$ cat src/rtl/mux_scan_sequencer.sv
// Feeds an 8-to-1 mux: latches a word, then walks select_lines over all eight
// indices with a programmable dwell. Define MUX_SCAN_MSB_FIRST_EN to scan 7->0.
module mux_scan_sequencer #(
   parameter int unsigned DWELL = 20
) (
   input  logic       clk,
   input  logic       reset,
   input  logic       load_valid,
   output logic       load_ready,
   input  logic [7:0] load_data,
   output logic [7:0] input_lines,
   output logic [2:0] select_lines,
   output logic       step_valid,
   input  logic       scan_ready,
   output logic       scan_last,
   output logic       busy
);

   typedef enum logic {
      IDLE,
      SCAN
   } state_t;

   localparam logic [7:0] DWELL_M1 = 8'(DWELL - 1);

`ifdef MUX_SCAN_MSB_FIRST_EN
   localparam logic [2:0] FIRST_IDX = 3'd7;
   localparam logic [2:0] LAST_IDX  = 3'd0;
`else
   localparam logic [2:0] FIRST_IDX = 3'd0;
   localparam logic [2:0] LAST_IDX  = 3'd7;
`endif

   state_t     state_q, state_d;
   logic [7:0] word_q,  word_d;
   logic [2:0] sel_q,   sel_d;
   logic [7:0] cnt_q,   cnt_d;
   logic [2:0] sel_next;
   logic       step_fire;

`ifdef MUX_SCAN_MSB_FIRST_EN
   assign sel_next = sel_q - 3'd1;
`else
   assign sel_next = sel_q + 3'd1;
`endif

   assign load_ready   = (state_q == IDLE) && !reset;
   assign busy         = (state_q == SCAN);
   assign step_valid   = busy && (cnt_q == DWELL_M1);
   assign scan_last    = step_valid && (sel_q == LAST_IDX);
   assign input_lines  = word_q;
   assign select_lines = sel_q;
   assign step_fire    = step_valid && scan_ready;

   always_comb begin
      state_d = state_q;
      word_d  = word_q;
      sel_d   = sel_q;
      cnt_d   = cnt_q;
      case (state_q)
         IDLE: begin
            if (load_valid) begin
               word_d  = load_data;
               sel_d   = FIRST_IDX;
               cnt_d   = '0;
               state_d = SCAN;
            end
         end
         SCAN: begin
            if (step_fire) begin
               if (sel_q == LAST_IDX) begin
                  state_d = IDLE;
                  sel_d   = FIRST_IDX;
               end else begin
                  sel_d = sel_next;
                  cnt_d = '0;
               end
            end else if (cnt_q != DWELL_M1) begin
               // saturating hold keeps step_valid asserted through a stall
               cnt_d = cnt_q + 8'd1;
            end
         end
         default: state_d = IDLE;
      endcase
   end

   always_ff @(posedge clk) begin
      if (reset) begin
         state_q <= IDLE;
         word_q  <= '0;
         sel_q   <= '0;
         cnt_q   <= '0;
      end else begin
         state_q <= state_d;
         word_q  <= word_d;
         sel_q   <= sel_d;
         cnt_q   <= cnt_d;
      end
   end

endmodule

$ cat config.mk
export PLATFORM = sky130hd
export DESIGN_NAME = mux_scan_sequencer
export DESIGN_NICKNAME = d
export VERILOG_FILES = /design/src/rtl/mux_scan_sequencer.sv
export SDC_FILE = /design/constraint.sdc
export NUM_CORES = 1
export LEC_CHECK = 0
export ABC_AREA = 1
export CAP_MARGIN = 0
export CORE_UTILIZATION = 50
export DETAILED_ROUTE_END_ITERATION = 8
export PLACE_DENSITY = 0.9
export SYNTH_ARGS = -nofsm -noshare
export SYNTH_HDL_FRONTEND = slang
export SYNTH_SLANG_ARGS = --single-unit
$ cat constraint.sdc
create_clock -name clk -period 1.9 [get_ports clk]
set_input_delay 0.38 -clock clk [delete_from_list [all_inputs] [get_ports clk]]
set_output_delay 0.38 -clock clk [all_outputs]
set_load 0.02 [all_outputs]
==> results.cfg, run 1 <==
[clocking]
cts_setup_buffers = 0
clk_pin_slew_worst_paths_ps = 120
cts_resized = 6
cts_buffer_depth = 2
numCtsBuffers = 3
cts_tree = done
clkSinkCount = 20
clock_latency_ps = 300
cts-root-buf = clkbuf_4
htreeDepth = 1
hold_buffers = 0

[critical_path]
path_common_cell = nand2_1
critPathKind = reg2out
cp_max_fo = 2
cp.required_ps = 1520
cpLargestDelayFamily = flip-flops
crit_buf_inv = 2
cp-end-kind = output port
cp.arrival_ps = 1450
max_stage_delay_ps = 360
cp_slowest_cell = dfxtp_1
start_kind = register
path_cells = ha_1, nand2_1, nor2_4, nand2_1, inv_1, clkdlybuf4s15_1

[logic_synthesis]
yosysWarningCount = 0
synth.avg_cell_area_um2 = 6.80
ys_seq_area_share_pct = 39.8
netlist_area_um2 = 1010
ys_ff_latch = 20
synthCells = 148
syn_nets = 163
synth_cell_type_count = 20

[placement]
place_area_um2 = 1340
dp_hpwl_um = 1870
port_buffers = 26
gp_congestion = 0.814

[timing]
max-slew-margin-rel_pct = 77.7
fin_crit_ps = 1830
finalHoldViolCount = 0
worst_pin_slew_ps = 334
fmax_mhz = 547
rsz0062_at_grt = false
skew_ps = 2.71
post-route-period-util_pct = 96.2
drv_slew = 0
hold_slack_ps = 489
finalSetupViolations = 0

[floorplan]
die_area_um2 = 2200
die_height_um = 46.9
design.core.area_um2 = 1800
die_x_um = 46.9
ios = 27
rows = 15
start_util_pct = 55.8

[global_routing]
grt_max_degree = 15
met1_usage_pct = 29.2
grt_pass1_wl_um = 3940
gr-usage-all-layers_pct = 25.6
grt-busiest-layer = met2
antenna_found_initial = 0
grtUsageMet2_pct = 45.3
grt_overflow_total = 0
grt_pass1_vias = 983
use_met3_pct = 3.46

[power_and_ir_drop]
vdd_drop_max_mv = 0.685
leakagePower_uw = 0.000631
powerDensity_nw_per_um2 = 691

[layout]
syn_to_final_growth_pct = 38.1
finalNetCount = 198
drive_above_1_share_pct = 12.1
finish.utilization_pct = 77.1
finalInstanceArea_um2 = 1390
n_fill_cell = 140
n_antenna_cell = 0

[routing]
routed_wl_um = 2480
drt_iter0_drc = 26
drcViolationCount = 0
post_drt_wl_per_cell_um = 12.0
via_per_inst = 5.31
num_vias = 1099
drtAntennaViolNets = 0
firstDrtPassIters = 5

[run]
maxCapViolCount = 0

[run_status]
status = finished clean

[hold_path]
min_path_type = reg2reg
==> cell families (layout without fill, tap and decap cells) <==
kind of cell,Yosys count,count (layout),share of synthesized area [%]
compound gates,19,19,9.95
fa+ha+maj,3,3,3.73
buf+inv,22,56,8.58
flops,20,20,39.8
simple gates,84,84,37.9
==> cells in the final DEF, fill, tap and decap left out <==
master	count
nand3_2	1
a21oi_1	8
clkbuf_4	3
nor2_4	2
dlymetal6s2s_1	1
inv_2	2
nand2_4	1
clkdlybuf4s15_1	1
ha_1	3
or2_2	1
buf_2	1
dfxtp_1	19
bufinv_16	1
buf_4	8
nand3_4	1
clkinv_1	1
dfxtp_2	1
nand2_1	35
nand4_1	1
o211ai_1	2
nand3_1	12
nor2_1	29
nand3b_1	1
o21ai_0	9
dlygate4sd2_1	1
inv_1	15
clkdlybuf4s50_1	22
==> state kept, by name, indices dropped and copies added, names as in the netlist <==
| name | count |
|---|---|
| select_lines | 3 |
| cnt_q | 8 |
| busy | 1 |
| input_lines | 8 |
==> power breakdown <==
part	switching [uW]	internal (uW)	total (uW)
Clock	139	213	352
Sequential	10.5	439	449
Combinational	82.3	75.7	158
Total	232	728	959
==> stage by stage <==
step | total power, uW | setup TNS [ps] | std cells | worst slack (ps)
6_report | 959 | 0 | 207 | 72.9
5_1_grt | 991 | 0 | 207 | 5.33
4_1_cts | 966 | 0 | 207 | 23.0
3_5_place_dp | 616 | -26.3 | 203 | -26.3
3_3_place_gp | 612 | -24.9 | 203 | -24.9
2_1_floorplan | 537 | 0 | 148 | 328
==> synth_stat cells <==
cell type	count	area share, %
a21oi_1	8	4.0
buf_2	3	1.5
clkbuf_1	1	0.37
clkinv_1	1	0.37
dfxtp_1	20	40
ha_1	3	3.7
inv_1	15	5.6
inv_2	2	0.75
nand2_1	35	13
nand2_4	1	1.1
nand3_1	12	6.0
nand3_2	1	1.0
nand3_4	1	1.7
nand3b_1	1	0.75
nand4_1	1	0.62
nor2_1	29	11
nor2_4	2	2.2
o211ai_1	2	1.5
o21ai_0	9	4.5
or2_2	1	0.62
==> final cells by class <==
| class | instances | area, um^2 | share of cell area [%] |
|---|---|---|---|
| multi-input combinational | 106 | 519 | 37.4 |
| sequential | 20 | 402 | 28.9 |
| timing repair buffer | 34 | 317 | 22.8 |
| inverter | 18 | 67.6 | 4.86 |
| tap | 25 | 31.3 | 2.25 |
| clock inverter | 1 | 30.0 | 2.16 |
| clock buffer | 3 | 22.5 | 1.62 |
==> final timing paths <==
| check | slack, ps | cells past startpoint | to | start |
|---|---|---|---|---|
| setup / recovery | 70 | 6 | step_valid | cnt_q[0] |
| hold / removal | 490 | 2 | cnt_q[6] | cnt_q[6] |
| setup reg to reg | 460 | 10 | cnt_q[4] | select_lines[0] |
| hold reg to reg | 490 | 2 | cnt_q[6] | cnt_q[6] |
==> routing by layer <==
layer / routed length [um] / vias up / share of wire, %
met1: 999 / 489 / 40
met3: 133 / 17 / 5.4
met5: 0 / - / 0
met4: 99 / 0 / 4.0
li1: - / 536 / -
met2: 1250 / 57 / 50
==> worst reg2reg max path: stages, from the launching register on <==
cell	delay, ps
dfxtp_2	360
ha_1	210
ha_1	210
inv_1	80
nand2_1	80
nand3_4	110
nand2_4	80
inv_2	80
nand2_1	60
inv_1	50
nor2_1	40
(Power assumes the default switching activity.)
==> run 2: changes to the inputs <==
CTS_CLUSTER_DIAMETER = 80   (was not set)
==> results of run 2 <==
No change in the layout: final DEF, timing and power equal those of run 1.
